--- config.mk ---
export PLATFORM = sky130hd
export DESIGN_NAME = tiger_muldiv_unit_flat
export DESIGN_NICKNAME = d
export VERILOG_FILES = /design/src/rtl/tiger_muldiv_if.sv /design/src/rtl/tiger_muldiv_unit.sv /design/src/flat_wrapper.sv
export SDC_FILE = /design/constraint.sdc
export NUM_CORES = 2
export LEC_CHECK = 0
export CORE_MARGIN = 8
export CORE_UTILIZATION = 50
export CTS_BUF_LIST = sky130_fd_sc_hd__clkbuf_2 sky130_fd_sc_hd__clkbuf_4 sky130_fd_sc_hd__clkbuf_8
export DETAILED_ROUTE_END_ITERATION = 8
export GPL_TIMING_DRIVEN = 0
export HOLD_SLACK_MARGIN = 0.05
export PLACE_DENSITY_LB_ADDON = 0.05
export REMOVE_ABC_BUFFERS = 1
export SLEW_MARGIN = 30
export SYNTH_ARGS = -nofsm -noshare
export SYNTH_HDL_FRONTEND = slang
export SYNTH_SLANG_ARGS = --single-unit
--- constraint.sdc ---
create_clock -name clk -period 11.1 [get_ports clk]
set_input_delay 1.11 -clock clk [delete_from_list [all_inputs] [get_ports clk]]
set_output_delay 1.11 -clock clk [all_outputs]
set_load 0.02 [all_outputs]
--- src/rtl/tiger_muldiv_if.sv ---
// Issue/response bundle between the Tiger execute stage and the HI/LO multiply/divide unit.
// The execute stage is the master; the unit is the slave.
interface tiger_muldiv_if #(
  parameter int WIDTH = 32
);
  logic             stall;
  logic             op_valid;
  logic [2:0]       op;
  logic [WIDTH-1:0] rs;
  logic [WIDTH-1:0] rt;
  logic [WIDTH-1:0] mf_data;
  logic             stall_rq;
  logic             busy;

  modport master (
    output stall, op_valid, op, rs, rt,
    input  mf_data, stall_rq, busy
  );

  modport slave (
    input  stall, op_valid, op, rs, rt,
    output mf_data, stall_rq, busy
  );
endinterface

--- src/rtl/tiger_muldiv_unit.sv ---
// HI/LO multiply/divide unit: registered multiply with configurable latency, radix-2
// restoring divider (one quotient bit per cycle), MTxx writes and combinational MFxx reads.
module tiger_muldiv_unit #(
  parameter int WIDTH       = 32,
  parameter int MUL_LATENCY = 1
) (
  input logic           clk,
  input logic           reset,
  tiger_muldiv_if.slave bus
);

  localparam int CW = $clog2(WIDTH);

  typedef enum logic [1:0] {S_IDLE, S_MUL, S_DIV, S_FIX} state_t;
  typedef enum logic [2:0] {
    OP_MULT, OP_MULTU, OP_DIV, OP_DIVU, OP_MTHI, OP_MTLO, OP_MFHI, OP_MFLO
  } op_t;

  state_t             state_q, state_d;
  logic [CW-1:0]      cnt_q;
  logic [WIDTH-1:0]   hi_q, lo_q;
  logic [2*WIDTH-1:0] prod_q;
  logic [WIDTH-1:0]   quo_q, rem_q, dsr_q;
  logic               neg_quo_q, neg_rem_q, div_zero_q;

  op_t                op_in;
  logic               accept;
  logic               is_signed, a_neg, b_neg;
  logic [WIDTH-1:0]   a_mag, b_mag;
  logic [2*WIDTH-1:0] prod_now;
  logic [WIDTH:0]     rem_sh, diff;
  logic               ge;
  logic [WIDTH-1:0]   rem_nx, quo_nx, quo_fix, rem_fix;

  assign op_in        = op_t'(bus.op);
  assign bus.busy     = (state_q != S_IDLE);
  assign bus.stall_rq = bus.op_valid & bus.busy;
  assign accept       = bus.op_valid & ~bus.stall & ~bus.stall_rq;

  // Signedness comes from op[0]: MULT/DIV are even, MULTU/DIVU odd.
  assign is_signed = ~bus.op[0];
  assign a_neg     = is_signed & bus.rs[WIDTH-1];
  assign b_neg     = is_signed & bus.rt[WIDTH-1];
  assign a_mag     = a_neg ? -bus.rs : bus.rs;
  assign b_mag     = b_neg ? -bus.rt : bus.rt;
  assign prod_now  = {{WIDTH{a_neg}}, bus.rs} * {{WIDTH{b_neg}}, bus.rt};

  // One restoring step: the dividend shifts out of quo_q MSB-first while quotient bits enter the LSB.
  assign rem_sh  = {rem_q, quo_q[WIDTH-1]};
  assign diff    = rem_sh - {1'b0, dsr_q};
  assign ge      = ~diff[WIDTH];
  assign rem_nx  = ge ? diff[WIDTH-1:0] : rem_sh[WIDTH-1:0];
  assign quo_nx  = {quo_q[WIDTH-2:0], ge};

  // Divide by zero leaves the dividend magnitude in rem_q, so the sign fix restores HI=rs.
  assign quo_fix = div_zero_q ? '1 : (neg_quo_q ? -quo_q : quo_q);
  assign rem_fix = neg_rem_q ? -rem_q : rem_q;

  always_comb begin
    // NOTE: every combinational output gets a default first so no path leaves it unassigned (no latch).
    bus.mf_data = '0;
    case (op_in)
      OP_MFHI: bus.mf_data = hi_q;
      OP_MFLO: bus.mf_data = lo_q;
      default: bus.mf_data = '0;
    endcase
  end

  always_comb begin
    state_d = state_q;
    case (state_q)
      S_IDLE: begin
        if (accept) begin
          if ((op_in == OP_MULT || op_in == OP_MULTU) && MUL_LATENCY > 1) state_d = S_MUL;
          else if (op_in == OP_DIV || op_in == OP_DIVU)                    state_d = S_DIV;
        end
      end
      S_MUL:   if (cnt_q == '0) state_d = S_IDLE;
      S_DIV:   if (cnt_q == '0) state_d = S_FIX;
      S_FIX:   state_d = S_IDLE;
      default: state_d = S_IDLE;
    endcase
  end

  // NOTE: sequential state uses non-blocking assignments so every register samples pre-edge values.
  always_ff @(posedge clk) begin
    if (reset) begin
      state_q    <= S_IDLE;
      cnt_q      <= '0;
      hi_q       <= '0;
      lo_q       <= '0;
      prod_q     <= '0;
      quo_q      <= '0;
      rem_q      <= '0;
      dsr_q      <= '0;
      neg_quo_q  <= 1'b0;
      neg_rem_q  <= 1'b0;
      div_zero_q <= 1'b0;
    end else begin
      state_q <= state_d;
      case (state_q)
        S_IDLE: begin
          if (accept) begin
            case (op_in)
              OP_MULT, OP_MULTU: begin
                if (MUL_LATENCY == 1) begin
                  {hi_q, lo_q} <= prod_now;
                end else begin
                  prod_q <= prod_now;
                  // cnt counts the busy cycles still to go after the first one.
                  cnt_q  <= CW'(MUL_LATENCY > 1 ? MUL_LATENCY - 2 : 0);
                end
              end
              OP_DIV, OP_DIVU: begin
                quo_q      <= a_mag;
                rem_q      <= '0;
                dsr_q      <= b_mag;
                neg_quo_q  <= a_neg ^ b_neg;
                neg_rem_q  <= a_neg;
                div_zero_q <= (bus.rt == '0);
                cnt_q      <= CW'(WIDTH - 1);
              end
              OP_MTHI: hi_q <= bus.rs;
              OP_MTLO: lo_q <= bus.rs;
              default: ;
            endcase
          end
        end
        S_MUL: begin
          if (cnt_q == '0) {hi_q, lo_q} <= prod_q;
          else             cnt_q <= cnt_q - CW'(1);
        end
        S_DIV: begin
          quo_q <= quo_nx;
          rem_q <= rem_nx;
          cnt_q <= cnt_q - CW'(1);
        end
        S_FIX: begin
          lo_q <= quo_fix;
          hi_q <= rem_fix;
        end
        default: ;
      endcase
    end
  end

endmodule

--- src/flat_wrapper.sv ---
// flat-port wrapper written by rule: the top's interface ports become plain ports
module tiger_muldiv_unit_flat 
#(
  parameter int WIDTH       = 32,
  parameter int MUL_LATENCY = 1
)
  (clk, reset, bus_stall, bus_op_valid, bus_op, bus_rs, bus_rt, bus_mf_data, bus_stall_rq, bus_busy);
  tiger_muldiv_if #(.WIDTH(WIDTH)) bus_i ();
  input logic clk;
  input logic reset;
  input wire logic [$bits(bus_i.stall)-1:0] bus_stall;
  input wire logic [$bits(bus_i.op_valid)-1:0] bus_op_valid;
  input wire logic [$bits(bus_i.op)-1:0] bus_op;
  input wire logic [$bits(bus_i.rs)-1:0] bus_rs;
  input wire logic [$bits(bus_i.rt)-1:0] bus_rt;
  output wire logic [$bits(bus_i.mf_data)-1:0] bus_mf_data;
  output wire logic [$bits(bus_i.stall_rq)-1:0] bus_stall_rq;
  output wire logic [$bits(bus_i.busy)-1:0] bus_busy;
  assign bus_i.stall = bus_stall;
  assign bus_i.op_valid = bus_op_valid;
  assign bus_i.op = bus_op;
  assign bus_i.rs = bus_rs;
  assign bus_i.rt = bus_rt;
  assign bus_mf_data = bus_i.mf_data;
  assign bus_stall_rq = bus_i.stall_rq;
  assign bus_busy = bus_i.busy;
  tiger_muldiv_unit #(.WIDTH(WIDTH), .MUL_LATENCY(MUL_LATENCY)) u_core (.clk(clk), .reset(reset), .bus(bus_i));
endmodule
# ---- After elaboration in Yosys (flattened, before gate mapping)
# Index checks and enable logic that the tools add are counted.
dict set report totals {
  ff_bits 170
  input_bits 71
  out_inout_bits 34
  wordCells 91
}
dict set report op_classes {
  n_addsub 6
  n_mul 1
  eq_ne 18
  n_mux 29
  bitwise 10
  n_reduce_logical 17
}
# cell n
set ops {}
lappend ops {{2-to-1 mux 32 bit} 13}
lappend ops {{case mux 32 bit (2 select lines)} 5}
lappend ops {{case mux 32 bit (3 select lines)} 2}
lappend ops {{negator 32 bit} 4}
lappend ops {{multiplier 33 x 33 -> 64 bit} 1}
lappend ops {{subtractor 33 x 32 -> 33 bit} 1}
lappend ops {{zero test 32 bit} 1}
lappend ops {{AND reduction 4 bit} 4}
lappend ops {{2-to-1 mux 5 bit} 3}
lappend ops {{case mux 5 bit (3 select lines)} 1}
lappend ops {{== test 3 bit, second input constant} 4}
lappend ops {{2-to-1 mux 2 bit} 4}
lappend ops {{inequality test 2 x 1 -> 1 bit, second input constant} 4}
lappend ops {{case mux 2 bit (4 select lines)} 1}
lappend ops {{== test 3 x 2 -> 1 bit, second input constant} 2}
lappend ops {{inequality test 3 x 2 -> 1 bit, second input constant} 2}
lappend ops {{AND reduction 3 bit} 2}
lappend ops {{nonzero test 3 bit} 2}
lappend ops {{bitwise AND 1 bit} 5}
lappend ops {{zero test 5 bit} 1}
lappend ops {{subtractor 5 x 1 -> 5 bit, second input constant} 1}
lappend ops {{== test 2 bit, second input constant} 2}
lappend ops {{inequality test 2 bit, second input constant} 2}
lappend ops {{NOT 1 bit} 4}
lappend ops {{8 further kinds} 10}

# ---- Depth between registers and ports, before layout
dict set report depth {
  ltp_word 6
  ltp_mapped 33
  mapped_depth_nobuf 28
}

# ---- Worst setup path before layout
# Ideal clock, no wire load.
dict set report synth_path {
  path_kind {input -> register}
  startpoint {in bus_rs[31]}
  endpoint {reg u_core.hi_q[30]}
  setup_time_ns 0.101
  arrival_time_ns 9.291
  t_required_ns 10.999
  setup_slack_ns 1.708
  cell_stages 28
  n_path_buf 5
  cell_sequence {clkbuf_1 > nor2b_1 > clkbuf_1 > clkbuf_1 > clkbuf_1 > nand2_1 > inv_1 > fa_1 > fa_1 > fa_1 > fa_1 > inv_1 > fa_1 > inv_1 > fa_1 > inv_1 > fa_1 > fa_1 > inv_1 > ha_1 > clkbuf_1 > nand4_1 > or3_1 > or2_2 > o221ai_1 > a221oi_1 > xor2_1 > o41ai_1}
}
dict set report synth_between {
  elab_chain_cells 5
}
# item line_no
set synth_lines {}
lappend synth_lines {{start, declared} flat_wrapper.sv:14} ;# input wire logic [$bits(bus_i.rs)-1:0] bus_rs;
lappend synth_lines {{bitwise AND 1 bit} tiger_muldiv_unit.sv:42} ;# assign a_neg = is_signed & bus.rs[WIDTH-1];
lappend synth_lines {{multiplier 33 x 33 -> 64 bit *} tiger_muldiv_unit.sv:46} ;# assign prod_now = {{WIDTH{a_neg}}, bus.rs} * {{WIDTH{b_neg}}, bus.rt};
lappend synth_lines {{case mux 32 bit (2 select lines) *} tiger_muldiv_unit.sv:104} ;# case (op_in)
lappend synth_lines {{2-to-1 mux 32 bit *} tiger_muldiv_unit.sv:103} ;# if (accept) begin
lappend synth_lines {{case mux 32 bit (3 select lines) *} tiger_muldiv_unit.sv:101} ;# case (state_q)
lappend synth_lines {{end signal, assigned} tiger_muldiv_unit.sv:107} ;# {hi_q, lo_q} <= prod_now;
lappend synth_lines {{end signal, assigned} tiger_muldiv_unit.sv:123} ;# OP_MTHI: hi_q <= bus.rs;
lappend synth_lines {{end signal, assigned} tiger_muldiv_unit.sv:130} ;# if (cnt_q == '0) {hi_q, lo_q} <= prod_q;
lappend synth_lines {{end, declared} tiger_muldiv_unit.sv:21} ;# logic [WIDTH-1:0] hi_q, lo_q;
# Every way passes the cells marked *; elsewhere a longest branch is shown, timed or not. The select of a mux whose other input is x is not followed.
# A chain may end at the register's enable or synchronous reset.

# ---- Worst setup path in the final report
dict set report layout_path {
  startpoint {in bus_op[0]}
  endpoint {reg u_core.hi_q[30]}
}
dict set report layout_between {
  elab_chain_cells 6
  elab_cells_between_ends 13
  classes_between {mul (1); eq/ne (3); mux (3); bitwise (3); reduce/logical (3)}
}
# item line_no
set layout_lines {}
lappend layout_lines {{start, declared} flat_wrapper.sv:13} ;# input wire logic [$bits(bus_i.op)-1:0] bus_op;
lappend layout_lines {{NOT 1 bit} tiger_muldiv_unit.sv:41} ;# assign is_signed = ~bus.op[0];
lappend layout_lines {{bitwise AND 1 bit, on equally long branches} {tiger_muldiv_unit.sv:42, tiger_muldiv_unit.sv:43}}
lappend layout_lines {{multiplier 33 x 33 -> 64 bit} tiger_muldiv_unit.sv:46}
lappend layout_lines {{case mux 32 bit (2 select lines)} tiger_muldiv_unit.sv:104}
lappend layout_lines {{2-to-1 mux 32 bit} tiger_muldiv_unit.sv:103}
lappend layout_lines {{case mux 32 bit (3 select lines)} tiger_muldiv_unit.sv:101}
# Several ways; a longest one is shown, not always the timed one. The select of a mux whose other input is x is not followed.

==> summary.json <==
{
  "outcome": {"value": "complete, no violations"},
  "critPathRequiredTime": {"value": 11.51, "unit": "ns"},
  "slew_headroom": {"value": 0.3118},
  "io_pins": {"value": 105},
  "post_route_cells_drive_above_1_share": {"value": 0.04011},
  "synth_edf_count": {"value": 0},
  "yosys-top-cells-area": {"value": "sky130_fd_sc_hd__fa_1, sky130_fd_sc_hd__inv_1, sky130_fd_sc_hd__nand2_1"},
  "timing.final.max_slew_violations": {"value": 0},
  "final-hold-violation-count": {"value": 0},
  "cts_post_setup_buffers_inserted": {"value": 0},
  "numPortBuffers": {"value": 104},
  "dpl-instance-area": {"value": 53100, "unit": "sq um"},
  "gp_congestion": {"value": 0.8848},
  "register_bit_total_from_synthesis": {"value": 170},
  "cts_max_level": {"value": 4},
  "worstPathMaxFanout": {"value": 13},
  "globalRouteOverflowTotal": {"value": 0},
  "netlist.top_cell.by_area": {"value": "sky130_fd_sc_hd__fa_1"},
  "clock-skew-final": {"value": 0.02172, "unit": "ns"},
  "max_freq": {"value": 95.00, "unit": "MHz"},
  "per_cell_routed_wire_length": {"value": 21.61, "unit": "microns"},
  "die_x": {"value": 333.9, "unit": "microns"},
  "fin_nets": {"value": 7173},
  "netlist.area_leader.share": {"value": 0.4462},
  "reported_max_cap_violation_count": {"value": 0},
  "hp-class": {"value": "flop to flop"},
  "postRouteWirelength": {"value": 152000, "unit": "microns"},
  "yosysUniqueCellTypes": {"value": 83},
  "grt_use_total": {"value": 0.2774},
  "post_drt_via_cell_ratio": {"value": 5.584},
  "post_synth_instance_area": {"value": 50520, "unit": "sq um"},
  "tritoncts_clock_tree": {"value": "done"},
  "cell_count_after_synthesis": {"value": 5912},
  "row_cnt": {"value": 116},
  "cp-end-kind": {"value": "flop"},
  "synth_flop_cell": {"value": "sky130_fd_sc_hd__dfxtp_1"},
  "cts_buffers": {"value": 17},
  "grt_setup_unrepaired": {"value": "no"},
  "place_hpwl": {"value": 123700, "unit": "microns"},
  "cpPeakStageDelay": {"value": 0.89, "unit": "ns"},
  "critPathMostFrequentCell": {"value": "sky130_fd_sc_hd__fa_1"},
  "avgSynthCellArea": {"value": 8.546, "unit": "sq um"},
  "clk_latency": {"value": 0.52, "unit": "ns"},
  "synth.yosys.warnings": {"value": 0},
  "grt_pass1_vias": {"value": 41651},
  "cts_sinks": {"value": 170},
  "cts.path.max_buffers": {"value": 2},
  "antenna-diode-count": {"value": 0},
  "post-route-min-period": {"value": 10.53, "unit": "ns"},
  "vias": {"value": 39264},
  "slowest_stage": {"value": "sky130_fd_sc_hd__nor3_1"},
  "grt_first_pass_wirelength": {"value": 242500, "unit": "microns"},
  "fin_ws": {"value": 0.5732, "unit": "ns"},
  "dp_worst_setup_slack": {"value": -0.5478, "unit": "ns"},
  "core-area": {"value": 100100, "unit": "sq um"},
  "drc_markers": {"value": 0},
  "post-route-cell-area": {"value": 53500, "unit": "sq um"},
  "asyncSetResetFlopFracSynth": {"value": 0},
  "post-route-period-util": {"value": 0.9484},
  "area.growth.synth_to_final": {"value": 5.886, "unit": "%"},
  "critPathKind": {"value": "input port to flop"},
  "clk_transition_reported_paths": {"value": 0.11, "unit": "ns"},
  "drtAntennaViolNets": {"value": 0},
  "fin_setup_tns": {"value": 0, "unit": "ns"},
  "final_count_of_negative_setup_slack_endpoints": {"value": 0},
  "data_arrival_time_of_the_critical_path": {"value": 10.94, "unit": "ns"},
  "crit_path_start_kind": {"value": "input port"},
  "ys_seq_area_frac": {"value": 0.06736},
  "starting_density_of_the_core": {"value": 0.5045},
  "drtPass1Iterations": {"value": 5},
  "cts.root.buffer_cell": {"value": "sky130_fd_sc_hd__clkbuf_8"},
  "synthMostInstantiatedCell": {"value": "sky130_fd_sc_hd__inv_1"},
  "timing.critical_path.cells": {"value": "clkdlybuf4s50_1 > nand2b_2 > nor2_1 > fa_1 > fa_1 > fa_2 > inv_1 > fa_1 > inv_1 > fa_1 > fa_1 > fa_1 > inv_1 > fa_1 > inv_1 > ha_1 > and2_1 > nand4_1 > a311oi_1 > nor3_1 > o221ai_1 > a221oi_1 > xor2_1 > o41ai_1"},
  "worst-slew-pin-transition": {"value": 1.024, "unit": "ns"},
  "grt_max_degree": {"value": 64},
  "grt_antenna_before_repair": {"value": 3},
  "design.die.area": {"value": 111500, "unit": "sq um"},
  "fp.dieH": {"value": 333.9, "unit": "microns"},
  "netlist_top_cells_count": {"value": "sky130_fd_sc_hd__inv_1, sky130_fd_sc_hd__fa_1, sky130_fd_sc_hd__nand2_1"},
  "drt_iter0_drc": {"value": 2688}
}
per-stage QoR:
stage / utilization / cells / hold WS [ns]
final: 0.5342 / 7032 / 0.4713
after global routing: 0.5342 / 7032 / 0.4856
after CTS: 0.5341 / 7032 / 0.4698
after detailed placement: 0.5302 / 7001 / 0.4561
after global placement: 0.5156 / 6927 / 0.4457
after floorplan: - / 5525 / 0.4258
cell usage in the layout, fill, tap and decap left out, drive strengths merged, types with 40 or more instances in the layout:
master / instances
a21oi: 176
xnor2: 153
mux2i: 40
fa: 1126
a211oi: 48
and2: 367
a21o: 48
xor2: 60
inv: 1190
dfxtp: 170
buf: 139
ha: 254
o21ai: 226
nand2: 961
nor2: 207
worst max-delay path, delay by kind of cell:
family	cells	cell delay [ns]
buffers and inverters	5	1.46
AOI/OAI and AO/OA	4	1.08
xor gates and xnor gates	1	0.20
and+or+nand+nor	5	2.38
adders and majority gates	9	4.68
layout make-up:
class	count	area, sq um
multi-input cells	4171	41280
clock inverters	13	135.1
flip-flops and latches	170	3407
inverters	1184	4447
clock buffers	18	247.7
well taps	1298	1624
repair buffers	178	2355
fillers	9552	46650
final timing paths:
kind / start / slack [ns] / to / cells after the start
hold reg to reg: u_core.dsr_q[31] / 0.47 / u_core.dsr_q[31] / 2
setup / recovery: bus_op[0] / 0.57 / u_core.hi_q[30] / 24
setup reg to reg: u_core.quo_q[31] / 6.38 / u_core.rem_q[8] / 16
hold / removal: u_core.dsr_q[31] / 0.47 / u_core.dsr_q[31] / 2
cells by family after synthesis:
group                    synth area share
AO/OA/AOI/OAI                     0.09968
XOR/XNOR                          0.03692
adder cells (fa/ha/maj)            0.5091
buffers and inverters              0.1186
flip-flops                        0.06736
multiplexers                     0.007924
AND/OR/NAND/NOR                    0.1604
flip-flops by register name, indices dropped and copies added, names as in the netlist:
register,cells
u_core.div_zero_q,1
u_core.quo_q,32
u_core.cnt_q,5
u_core.neg_rem_q,1
u_core.neg_quo_q,1
u_core.dsr_q,32
u_core.lo_q,32
u_core.hi_q,32
u_core.state_q,2
u_core.rem_q,32
what timing repair did:
| item | 4_1_cts | 5_1_grt |
|---|---|---|
| resized for setup | 1 | 1 |
| gates cloned | 0 | 0 |
| hold buffers | 0 | 0 |
| setup endpoints to repair | 1 | 1 |
layer usage:
layer | part of all wire | vias up | wire length [microns] | track usage
met5 | 0 | - | 0 | 0
met4 | 0.031 | 0 | 4739 | 0.07538
met3 | 0.054 | 244 | 8158 | 0.02868
met2 | 0.49 | 1142 | 73740 | 0.4744
met1 | 0.43 | 20307 | 65320 | 0.3761
li1 | - | 17571 | - | -
Power is not shown: default switching activity piles up to over one toggle a cycle in this logic, so the estimate is an artifact.
